<file path="config.mk">
export PLATFORM = sky130hd
export DESIGN_NAME = fb_swap_ctrl
export DESIGN_NICKNAME = d
export VERILOG_FILES = /design/src/rtl/fb_pkg.sv /design/src/rtl/fb_swap_fsm.sv /design/src/rtl/fb_swap_ctrl.sv
export SDC_FILE = /design/constraint.sdc
export NUM_CORES = 1
export LEC_CHECK = 0
export ABC_AREA = 1
export BUFFER_PORTS_ARGS = -buffer_cell sky130_fd_sc_hd__clkbuf_2
export CAP_MARGIN = 20
export CORE_ASPECT_RATIO = 1.1
export CORE_UTILIZATION = 56
export CTS_BUF_LIST = sky130_fd_sc_hd__clkbuf_16
export CTS_CLUSTER_SIZE = 28
export DETAILED_ROUTE_END_ITERATION = 16
export GPL_TIMING_DRIVEN = 0
export PLACE_DENSITY = 0.86
export SLEW_MARGIN = 20
export SYNTH_ARGS = -nofsm -noshare
export SYNTH_HDL_FRONTEND = slang
export SYNTH_HIERARCHICAL = 1
export SYNTH_SLANG_ARGS = --single-unit
</file>
<file path="constraint.sdc">
create_clock -name clk -period 5.4 [get_ports clk]
set_clock_uncertainty 0.15 [all_clocks]
set_input_delay 0.81 -clock clk [delete_from_list [all_inputs] [get_ports clk]]
set_output_delay 0.81 -clock clk [all_outputs]
set_load 0.05 [all_outputs]
</file>
<file path="src/rtl/fb_pkg.sv">
// Shared definitions for the frame-buffer swap controller: register map,
// register bit positions, swap FSM state encoding and a constant log2 helper.
package fb_pkg;

  localparam int REG_CTRL   = 0;
  localparam int REG_SEL    = 1;
  localparam int REG_STATUS = 2;
  localparam int REG_FRAMES = 3;

  localparam int CTRL_AUTO_EN_BIT = 0;
  localparam int ST_PENDING_BIT   = 4;
  localparam int ST_ERR_BIT       = 5;
  localparam int ST_TARGET_LSB    = 8;

  typedef enum logic {
    ST_IDLE    = 1'b0,
    ST_PENDING = 1'b1
  } swap_state_e;

  function automatic int clog2(input int v);
    int r;
    r = 0;
    for (int i = 0; i < 31; i++) begin
      if ((1 << i) < v) r = i + 1;
    end
    return r;
  endfunction

endpackage

</file>
<file path="src/rtl/fb_swap_fsm.sv">
// Tear-free swap scheduler: holds the requested target until the scanner's
// frame boundary, then commits it to the displayed buffer.
module fb_swap_fsm
  import fb_pkg::*;
#(
  parameter int BW = 1
) (
  input  logic          clk,
  input  logic          rst_n,
  input  logic          req_i,
  input  logic [BW-1:0] req_buf_i,
  input  logic          frame_done_i,
  output logic [BW-1:0] disp_buf_o,
  output logic          pending_o,
  output logic [BW-1:0] target_o
);

  swap_state_e   state_q;
  logic [BW-1:0] disp_q;
  logic [BW-1:0] target_q;

  // A request arriving with frame_done commits straight away; latest request wins.
  always_ff @(posedge clk) begin
    if (!rst_n) begin
      state_q  <= ST_IDLE;
      disp_q   <= '0;
      target_q <= '0;
    end else if (req_i && frame_done_i) begin
      disp_q   <= req_buf_i;
      target_q <= req_buf_i;
      state_q  <= ST_IDLE;
    end else if (req_i) begin
      target_q <= req_buf_i;
      state_q  <= ST_PENDING;
    end else if (frame_done_i && state_q == ST_PENDING) begin
      disp_q  <= target_q;
      state_q <= ST_IDLE;
    end
  end

  assign disp_buf_o = disp_q;
  assign pending_o  = (state_q == ST_PENDING);
  assign target_o   = target_q;

endmodule

</file>
<file path="src/rtl/fb_swap_ctrl.sv">
// Bus-facing frame-buffer controller: decodes pixel writes and CTRL/SEL/
// STATUS/FRAMES registers and drives the swap scheduler.
module fb_swap_ctrl
  import fb_pkg::*;
#(
  parameter  int NUM_BUF     = 2,
  parameter  int PIX_PER_BUF = 1024,
  parameter  int PIX_W       = 12,
  localparam int BW          = (clog2(NUM_BUF) < 1) ? 1 : clog2(NUM_BUF),
  localparam int AW          = clog2(NUM_BUF * PIX_PER_BUF),
  localparam int REG_BASE    = NUM_BUF * PIX_PER_BUF
) (
  input  logic             clk,
  input  logic             rst_n,
  input  logic             sb_wr,
  input  logic             sb_rd,
  input  logic [15:0]      sb_addr,
  input  logic [15:0]      sb_wr_data,
  output logic [15:0]      sb_rd_data,
  input  logic             frame_done,
  output logic             pix_wr,
  output logic [AW-1:0]    pix_wr_addr,
  output logic [PIX_W-1:0] pix_wr_data,
  output logic [BW-1:0]    disp_buf,
  output logic             swap_pending
);

  localparam int          PW         = clog2(PIX_PER_BUF);
  localparam logic [16:0] REG_BASE_W = 17'(REG_BASE);
  localparam logic [15:0] NUM_BUF_W  = 16'(NUM_BUF);

  logic [15:0]      rd_data_q;
  logic             pix_wr_q;
  logic [AW-1:0]    pix_addr_q;
  logic [PIX_W-1:0] pix_data_q;
  logic             auto_en_q;
  logic             wr_disp_err_q;
  logic [15:0]      frames_q;

  logic          is_pix;
  logic [16:0]   reg_off;
  logic [BW-1:0] pix_buf;
  logic          pix_wr_ev, auto_req, sel_req, req;
  logic [BW-1:0] req_buf;
  logic          ctrl_wr, err_set, err_clr;
  logic [BW-1:0] target;
  logic [15:0]   status, rd_mux;

  assign is_pix    = {1'b0, sb_addr} < REG_BASE_W;
  assign reg_off   = {1'b0, sb_addr} - REG_BASE_W;
  assign pix_buf   = sb_addr[AW-1:PW];
  assign pix_wr_ev = sb_wr && is_pix;
  assign auto_req  = pix_wr_ev && auto_en_q && (&sb_addr[PW-1:0]);
  assign sel_req   = sb_wr && !is_pix && reg_off == 17'(REG_SEL) && sb_wr_data < NUM_BUF_W;
  assign req       = auto_req || sel_req;
  assign req_buf   = auto_req ? pix_buf : sb_wr_data[BW-1:0];
  assign ctrl_wr   = sb_wr && !is_pix && reg_off == 17'(REG_CTRL);
  assign err_set   = pix_wr_ev && pix_buf == disp_buf;
  assign err_clr   = sb_wr && !is_pix && reg_off == 17'(REG_STATUS) && sb_wr_data[ST_ERR_BIT];

  fb_swap_fsm #(.BW(BW)) u_fsm (
    .clk          (clk),
    .rst_n        (rst_n),
    .req_i        (req),
    .req_buf_i    (req_buf),
    .frame_done_i (frame_done),
    .disp_buf_o   (disp_buf),
    .pending_o    (swap_pending),
    .target_o     (target)
  );

  always_comb begin
    status                         = '0;
    status[BW-1:0]                 = disp_buf;
    status[ST_PENDING_BIT]         = swap_pending;
    status[ST_ERR_BIT]             = wr_disp_err_q;
    status[ST_TARGET_LSB +: BW]    = target;
  end

  // Pixel space and unmapped addresses read back as zero.
  always_comb begin
    rd_mux = '0;
    if (!is_pix) begin
      case (reg_off)
        17'(REG_CTRL):   rd_mux = {15'b0, auto_en_q};
        17'(REG_STATUS): rd_mux = status;
        17'(REG_FRAMES): rd_mux = frames_q;
        default:         rd_mux = '0;
      endcase
    end
  end

  always_ff @(posedge clk) begin
    if (!rst_n) begin
      rd_data_q     <= '0;
      pix_wr_q      <= 1'b0;
      pix_addr_q    <= '0;
      pix_data_q    <= '0;
      auto_en_q     <= 1'b1;
      wr_disp_err_q <= 1'b0;
      frames_q      <= '0;
    end else begin
      pix_wr_q <= pix_wr_ev;
      if (pix_wr_ev) begin
        pix_addr_q <= sb_addr[AW-1:0];
        pix_data_q <= sb_wr_data[PIX_W-1:0];
      end
      if (ctrl_wr) auto_en_q <= sb_wr_data[CTRL_AUTO_EN_BIT];
      // Set beats a same-cycle write-1-to-clear.
      if (err_set)      wr_disp_err_q <= 1'b1;
      else if (err_clr) wr_disp_err_q <= 1'b0;
      if (frame_done) frames_q <= frames_q + 16'd1;
      if (sb_rd) rd_data_q <= rd_mux;
    end
  end

  assign sb_rd_data  = rd_data_q;
  assign pix_wr      = pix_wr_q;
  assign pix_wr_addr = pix_addr_q;
  assign pix_wr_data = pix_data_q;

endmodule
</file>
# Word level (Yosys, flattened, before mapping)

Cells that the tools add are included.

Register bits after elaboration: 61
Input port bits: 37
Output and inout bits: 42
Word-level logic and storage cells: 54

Add/sub/neg operators: 2
Order comparisons: 2
Eq/ne operators: 5
Muxes and demuxes: 12
Bitwise operators: 1
Reductions and logical operators: 22

Operators with widths:

| operator               | number |
|---|---|
| $pmux 16 s3            | 1 |
| $eq 17x2->1 const B    | 2 |
| $eq 17x1->1 const B    | 1 |
| $logic_not 17->1       | 1 |
| $sub 16x12->17 const B | 1 |
| $add 16x1->16 const B  | 1 |
| $lt 16x12->1 const B   | 1 |
| $lt 16x2->1 const B    | 1 |
| $mux 16                | 1 |
| $logic_and 1x1->1      | 12 |
| $mux 1                 | 10 |
| $reduce_and 10->1      | 1 |
| $reduce_bool 2->1      | 4 |
| $ne 2x2->1 const B     | 1 |
| $reduce_and 2->1       | 1 |
| $reduce_or 2->1        | 1 |
| $eq 1x1->1             | 1 |
| $logic_not 1->1        | 1 |
| $logic_or 1x1->1       | 1 |
| $not 1->1              | 1 |

# Depth between registers and ports, before layout

Gate-level depths: netlist of the first run.

Depth in word-level cells: 9
Gate-level depth with buffers: 14
Mapped depth without buffers: 14

# By module

The synthesis of the first run kept the hierarchy.

Modules (own cells, without submodules):

| module       | times used | cells each | area each (µm²) | sequential area each (µm²) |
|---|---|---|---|---|
| fb_swap_ctrl | 1          | 351        | 2663.8          | 1161.1 |
| fb_swap_fsm  | 1          | 15         | 112.6           | 60.1 |

# Least setup slack after synthesis of the first run

No wires, ideal clock.

Path type: input port to flip-flop
Start: input sb_addr[11]
End: register u_fsm.target_q, in the netlist u_fsm/target_o
Data arrival time: 2.155 ns
Data required time: 5.134 ns
Slack: 2.979 ns
Cell stages on the path: 12
Path buffers: 0
Cell sequence: inv_1 -> ha_1 -> inv_1 -> nor2_2 -> nand2_2 -> nor2_1 -> nand3_1 -> nand2_1 -> o21ai_0 -> nand2_1 -> o21ai_1 -> and2_2

Elaborated cells between the ends (all ways): 16
Those cells by class: 1 x add/sub; 1 x order compare; 1 x eq/ne; 3 x mux; 10 x reduce/logical

RTL lines:

| what                               | line               | RTL |
|---|---|---|
| start: declaration                 | fb_swap_ctrl.sv:17 | `input logic [15:0] sb_addr,` |
| $lt 16x12->1 (*)                   | fb_swap_ctrl.sv:49 | `assign is_pix = {1'b0, sb_addr} < REG_BASE_W;` |
| $logic_and 1x1->1 (*)              | fb_swap_ctrl.sv:52 | `assign pix_wr_ev = sb_wr && is_pix;` |
| $logic_and 1x1->1 (*) (2 in a row) | fb_swap_ctrl.sv:53 | `assign auto_req = pix_wr_ev && auto_en_q && (&sb_addr[PW-1:0]);` |
| $mux 1 (*)                         | fb_swap_ctrl.sv:56 | `assign req_buf = auto_req ? pix_buf : sb_wr_data[BW-1:0];` |
| net req_buf                        | fb_swap_ctrl.sv:44 | `logic [BW-1:0] req_buf;` |
| $mux 1                             | fb_swap_fsm.sv:32  | `end else if (req_i) begin` |
| $mux 1 (*)                         | fb_swap_fsm.sv:28  | `end else if (req_i && frame_done_i) begin` |
| end signal: assignment             | fb_swap_fsm.sv:30  | `target_q <= req_buf_i;` |
| end signal: assignment             | fb_swap_fsm.sv:33  | `target_q <= req_buf_i;` |
| end: declaration                   | fb_swap_fsm.sv:20  | `logic [BW-1:0] target_q;` |

The timed path passes the listed nets; every way through them passes the cells marked *. The select of a mux whose other input is x is not followed.
A chain may end at the register's enable or synchronous reset.

# Worst setup path after layout of the first run

Start: input sb_addr[11]
End: register u_fsm.disp_q, in the netlist u_fsm/disp_buf_o

Elaborated cells between the ends (all ways): 17
Those cells by class: 1 x add/sub; 1 x order compare; 2 x eq/ne; 2 x mux; 11 x reduce/logical

RTL lines:

| what                           | line               | RTL |
|---|---|---|
| $lt 16x12->1                   | fb_swap_ctrl.sv:49 |  |
| $logic_and 1x1->1              | fb_swap_ctrl.sv:52 |  |
| $logic_and 1x1->1 (2 in a row) | fb_swap_ctrl.sv:53 |  |
| $mux 1                         | fb_swap_ctrl.sv:56 |  |
| net req_buf                    | fb_swap_ctrl.sv:44 |  |
| $mux 1                         | fb_swap_fsm.sv:28  |  |
| end signal: assignment         | fb_swap_fsm.sv:29  | `disp_q <= req_buf_i;` |
| end signal: assignment         | fb_swap_fsm.sv:36  | `disp_q <= target_q;` |
| end: declaration               | fb_swap_fsm.sv:19  | `logic [BW-1:0] disp_q;` |

The timed path passes the listed nets, and every way through them passes these cells.

==> results of run 1 <==
==> worst min path at each step <==
stage | to | slack, ps
finish | sb_rd_data[5]$_SDFFE_PN0P_ | 310
global route | sb_rd_data[4]$_SDFFE_PN0P_ | 330
CTS | sb_rd_data[4]$_SDFFE_PN0P_ | 320
detailed placement | sb_rd_data[4]$_SDFFE_PN0P_ | 310
global placement | pix_wr_addr[7]$_SDFFE_PN0P_ | 300
floorplan | wr_disp_err_q$_SDFFE_PN0P_ | 290
==> flip-flops by register name (all words and copies together) (netlist names) <==
register / cells
pix_wr_data: 12
sb_rd_data: 16
pix_wr_addr: 11
u_fsm/disp_buf_o: 1
wr_disp_err_q: 1
u_fsm/target_o: 1
auto_en_q: 1
u_fsm/pending_o: 1
frames_q: 16
pix_wr: 1
==> layout make-up <==
class	count	area [um2]
Multi-Input combinational cell	270	1400
Sequential cell	61	1220
Fill cell	350	1170
Timing Repair Buffer	78	390
Clock buffer	9	225
Inverter	24	90.1
Clock inverter	7	81.3
Tap cell	56	70.1
Buffer	11	61.3
==> cell usage in the layout, fill, tap and decap left out, drive strengths merged, types with 2 or more instances in the layout <==
cell	netlist	routed
bufinv	0	2
nor3b	3	3
ha	2	2
nand2	74	74
inv	23	24
clkinv	1	5
nand3	15	15
clkbuf	5	92
nor3	12	12
nor2	76	76
a21oi	31	31
buf	6	6
and2	2	2
nor4	4	4
o21a	2	2
nand4	15	15
o21ai	30	30
dfxtp	61	61
==> worst min-delay path, stage by stage (launching register included) <==
cell and delay [ps]:
dfxtp_1 300, nand2_1 60, a21oi_1 50
==> power groups by stage <==
stage	clock (W)	combinational, W	sequential [W]
3_5_place_dp	0	0.0000667	0.000466
5_1_grt	0.000616	0.0000747	0.000457
4_1_cts	0.000593	0.0000672	0.000457
6_report	0.000588	0.0000670	0.000457
2_1_floorplan	0	0.0000292	0.000474
3_3_place_gp	0	0.0000652	0.000466
==> cell usage after synthesis (all sizes together) <==
library cell / count / area share [%]
dfxtp: 61 / 44
xnor2: 1 / 0.32
ha: 2 / 0.90
nor4: 4 / 0.90
nand4: 15 / 3.4
inv: 23 / 3.1
nand3: 15 / 3.2
o21a: 2 / 0.54
o21ai: 30 / 5.4
o221a: 1 / 0.41
clkbuf: 5 / 0.68
clkinv: 1 / 0.14
nor2: 76 / 12
nor3b: 3 / 0.81
nor3: 12 / 2.9
and2: 2 / 0.59
nand2: 74 / 12
xor2: 1 / 0.32
buf: 6 / 1.5
and3: 1 / 0.23
a21oi: 31 / 6.9
==> stage by stage <==
step	worst slack, ps	cells	hold slack (ps)	power, W
2_1_floorplan	2980	366	293	0.000503
3_3_place_gp	2560	500	302	0.000531
3_5_place_dp	2520	500	308	0.000533
4_1_cts	2780	516	316	0.00112
5_1_grt	2530	516	334	0.00115
6_report	2690	516	313	0.00111
==> per-layer routing <==
metal  vias up  track usage, %
li1       1397               -
met1      1194            30.2
met2        87            45.1
met3        18            6.35
met4         0            15.2
met5         -               0
==> logic make-up (layout without fill, tap and decap cells) <==
kind of cell / Yosys count / count (layout) / synth area share (%)
simple gates: 202 / 202 / 35.7
compound gates: 64 / 64 / 13.3
flops: 61 / 61 / 44.0
fa+ha+maj: 2 / 2 / 0.901
xor+xnor: 2 / 2 / 0.631
buf+inv: 35 / 129 / 5.45
==> reports/qor.yml, run 1 <==
global_route:
  grt_max_degree: 11
  antenna_found_initial: 0
  grt_overflow: 0
  grtUsageTotal_pct: 26.1
  grt_pass1_wl_mm: 10.7
  grt_pass1_vias: 2449
routing:
  drt-initial-drc-count: 234
  vias: 2696
  drtAntennaViolNets: 0
  wl_met1_mm: 2.77
  dr.pass1.iters: 4
  wire_per_inst_um: 12.4
  route.met2.wl_mm: 3.13
  drc: 0
  top_layer_used: "met4"
  met3_length_um: 337
  viasPerCell: 5.22
  routed_wl_mm: 6.40
cts:
  cts_tree: "done"
  cts_made_buffers: 9
  cts_setup_buffers: 0
  clkSlewWorstSetupHoldPaths_ps: 50
  cts.repair.resized: 0
  clock_sinks: 61
  cts_buffer_depth: 2
  cts_hold_buf: 0
  cts_root_buf: "clkbuf_16"
  h-tree-depth: 3
  clk_latency_ps: 320
critical_path:
  critPathCaptureType: "flop"
  cp_common_cell: "nor2_1"
  path_max_fanout: 10
  critPathArrivalTime_ps: 2820
  worst_setup_path_start_kind: "primary input"
  worstSetupPathType: "primary input to flop"
  cp.depth: 13
  r2r-end: "frames_q[12]$_SDFFE_PN0P_"
  crit_chain: "clkbuf_2, inv_1, ha_1, inv_1, nor2_2, nand2_2, nor2_1, nand3_1, o21ai_0, nand2_1, o21ai_1, nor2_1, nor2_1"
  crit_buf_inv: 3
  required_ps: 5500
  r2r_start: "frames_q[0]$_SDFFE_PN0P_"
  crit_family: "simple AND/OR/NAND/NOR gates"
  r2r_slack_ps: 3480
  slowest_stage: "nor2_1"
  critPathLaunch: "sb_addr[11]"
  reg2reg_depth: 10
  slowest_delay_ps: 490
  critical_path.endpoint: "u_fsm/disp_buf_o$_SDFFE_PN0P_"
synthesis:
  netlist_area_um2: 2780
  synth_cells: 366
  yosys_register_bits: 61
  ys_seq_area_share_pct: 44.0
  synth_warnings: 6
  syn_nets: 405
  avgSynthCellArea_um2: 7.59
  synth_cell_types: 35
placement:
  placed_cell_area_um2: 3240
  place.gp.congestion: 0.901
  io_buffers: 78
  hpwlAfterDp_mm: 4.61
power_and_ir_drop:
  pwr-share-clk_pct: 52.8
  p_leak_nw: 1.57
  powerDensity_nw_per_um2: 314
  netSwitchingFraction_pct: 21.5
  power_frac_seq_pct: 41.1
  switchingPower_w: 0.000239
  power_frac_comb_pct: 6.0
  internal_power_w: 0.000872
  peakVddDrop_uv: 264
min_path:
  hp-class: "flop to flop"
  whs_path_depth: 2
  min_from: "sb_rd_data[5]$_SDFFE_PN0P_"
run_status:
  status: "complete, no violations"
sta:
  worstMarginPinSlew_ps: 614
  hold_viol_final: 0
  setup_viol: 0
  period_share_pct: 50.2
  final.setup.tns_ps: 0
  slew_headroom_pct: 58.9
  timing.final.crit_period_ps: 2710
  slew_viol_final: 0
  rsz0062_at_grt: "no"
  fmax_mhz: 369
cells_and_area:
  layout.nets: 494
  drive_gt1_share_pct: 29.8
  n_antenna_cell: 0
  syn_to_final_growth_pct: 27.6
  fin_area_um2: 3540
  utilization_pct: 75.1
die:
  die-width_um: 69.1
  io_pins: 79
  dieArea_um2: 5240
  die_h_um: 75.9
  fp-row-count: 26
  start_util_pct: 58.9
  coreArea_um2: 4720
run:
  maxCapViolations: 0
Note: power is estimated with default switching activity, not from simulation.
==> run 2: changes to the inputs <==
--- a/config.mk
+++ b/config.mk
@@ -9,12 +9,12 @@
 export BUFFER_PORTS_ARGS = -buffer_cell sky130_fd_sc_hd__clkbuf_2
 export CAP_MARGIN = 20
 export CORE_ASPECT_RATIO = 1.1
-export CORE_UTILIZATION = 56
+export CORE_UTILIZATION = 52
 export CTS_BUF_LIST = sky130_fd_sc_hd__clkbuf_16
 export CTS_CLUSTER_SIZE = 28
 export DETAILED_ROUTE_END_ITERATION = 16
 export GPL_TIMING_DRIVEN = 0
-export PLACE_DENSITY = 0.86
+export PLACE_DENSITY = 0.81
 export SLEW_MARGIN = 20
 export SYNTH_ARGS = -nofsm -noshare
 export SYNTH_HDL_FRONTEND = slang
==> constraint.sdc (replaced) <==
create_clock -name clk -period 2.75 [get_ports clk]
set_clock_uncertainty 0.15 [all_clocks]
set_input_delay 0.4125 -clock clk [delete_from_list [all_inputs] [get_ports clk]]
set_output_delay 0.4125 -clock clk [all_outputs]
set_load 0.05 [all_outputs]
==> reports/qor.yml, run 2 (synthesis results as in run 1) <==
run_status:
  status: "complete, no violations"
global_route:
  grtUsageTotal_pct: 25.4
  grt_pass1_vias: 2631
  antenna_found_initial: 0
  grt_overflow: 0
  grt_max_degree: 11
  grt_pass1_wl_mm: 11.2
cts:
  cts_buffer_depth: 2
  h-tree-depth: 3
  cts_made_buffers: 9
  cts_tree: "done"
  clk_latency_ps: 320
  clkSlewWorstSetupHoldPaths_ps: 50
  cts.repair.resized: 0
  cts_hold_buf: 0
  clock_sinks: 61
  cts_setup_buffers: 0
  cts_root_buf: "clkbuf_16"
routing:
  dr.pass1.iters: 4
  wire_per_inst_um: 12.7
  drtAntennaViolNets: 0
  routed_wl_mm: 6.59
  viasPerCell: 5.33
  drt-initial-drc-count: 146
  vias: 2755
  drc: 0
critical_path:
  path_max_fanout: 10
  critPathCaptureType: "flop"
  crit_buf_inv: 3
  cp_common_cell: "inv_1"
  slowest_delay_ps: 540
  crit_family: "simple AND/OR/NAND/NOR gates"
  r2r_slack_ps: 880
  worstSetupPathType: "primary input to flop"
  crit_chain: "clkbuf_2, inv_1, ha_1, inv_1, nor2_2, nand2_2, nor2_1, nand3_1, o21ai_0, nand2_1, o21ai_1, and2_2"
  critPathArrivalTime_ps: 2410
  worst_setup_path_start_kind: "primary input"
  slowest_stage: "nor2_1"
  required_ps: 2870
sta:
  hold_viol_final: 0
  fmax_mhz: 436
  timing.final.crit_period_ps: 2290
  slew_viol_final: 0
  period_share_pct: 83.3
  worstMarginPinSlew_ps: 692
  rsz0062_at_grt: "no"
  setup_viol: 0
  slew_headroom_pct: 53.7
  final.setup.tns_ps: 0
cells_and_area:
  nFillCells: 428
  layout_commonest_cell: "clkbuf_2"
  n_antenna_cell: 0
  syn_to_final_growth_pct: 25.6
  fin_area_um2: 3490
  final_cell_mix: "78 x clkbuf_2, 68 x nor2_1, 61 x dfxtp_1, 59 x nand2_1, 27 x o21ai_0"
  drive_gt1_share_pct: 29.2
  layout.nets: 494
die:
  io_pins: 79
  dieArea_um2: 5640
  start_util_pct: 54.8
  die_h_um: 78.6
  fp-row-count: 27
  coreArea_um2: 5070
  die-width_um: 71.7
placement:
  hpwlAfterDp_mm: 4.96
  io_buffers: 78
  placed_cell_area_um2: 3240
  place.gp.congestion: 0.870
power_and_ir_drop:
  powerDensity_nw_per_um2: 566
  p_leak_nw: 1.55
  peakVddDrop_uv: 347
min_path:
  hp-class: "primary input to flop"
run:
  maxCapViolations: 0
[run 2: changes by cell type in the layout (fill, tap and decap cells not counted), sizes merged]
cell / before / now
inv: 24 / 25
bufinv: 2 / 0
[run 2: per-layer routing]
layer	track usage [%]	share of wire, %
met3	6.55	5.4
met2	43.8	50
met4	12.4	2.2
met1	28.9	42
met5	0	0
[run 2: power by group]
group | switching [W] | internal, W | total [W]
combinational | 0.0000902 | 0.0000417 | 0.000132
sequential | 0.00000562 | 0.000893 | 0.000899
clock | 0.000359 | 0.000584 | 0.000943
[run 2: cell type report]
class / instances / area, um2 / area share [%]
Buffer: 11 / 61.3 / 1.76
Clock buffer: 9 / 225 / 6.46
Clock inverter: 6 / 23.8 / 0.681
Inverter: 24 / 90.1 / 2.58
Multi-Input combinational cell: 270 / 1400 / 40.2
Sequential cell: 61 / 1220 / 35.0
Tap cell: 58 / 72.6 / 2.08
Timing Repair Buffer: 78 / 390 / 11.2
[run 2: worst register-to-register path, stage by stage (launching register included)]
cell	delay, ps
dfxtp_1	390
ha_1	190
nand2_1	90
nor2_2	160
nand2_1	120
nor3_2	200
nand2_1	130
nor2_1	140
nand3_1	90
nand2_1	70
nor2_1	40
[run 2: path summary, 6_finish.rpt]
path | endpoint | cells past startpoint | start
max | u_fsm/target_o$_SDFFE_PN0P_ | 12 | sb_addr[11]
min | pix_wr_data[1]$_SDFFE_PN0P_ | 3 | sb_wr_data[1]
max reg2reg | frames_q[12]$_SDFFE_PN0P_ | 10 | frames_q[0]$_SDFFE_PN0P_
min reg2reg | sb_rd_data[5]$_SDFFE_PN0P_ | 2 | sb_rd_data[5]$_SDFFE_PN0P_
[run 2: stage by stage]
stage          cells  power (W)  setup WS [ps]  hold WS [ps]  utilization [%]
2_1_floorplan    366   0.000987            727           293                -
3_3_place_gp     502    0.00104            286           300             63.9
3_5_place_dp     502    0.00105            197           308             63.9
4_1_cts          517    0.00199            553           178             68.8
5_1_grt          517    0.00204            309           191             68.8
6_report         517    0.00197            459           183             68.8
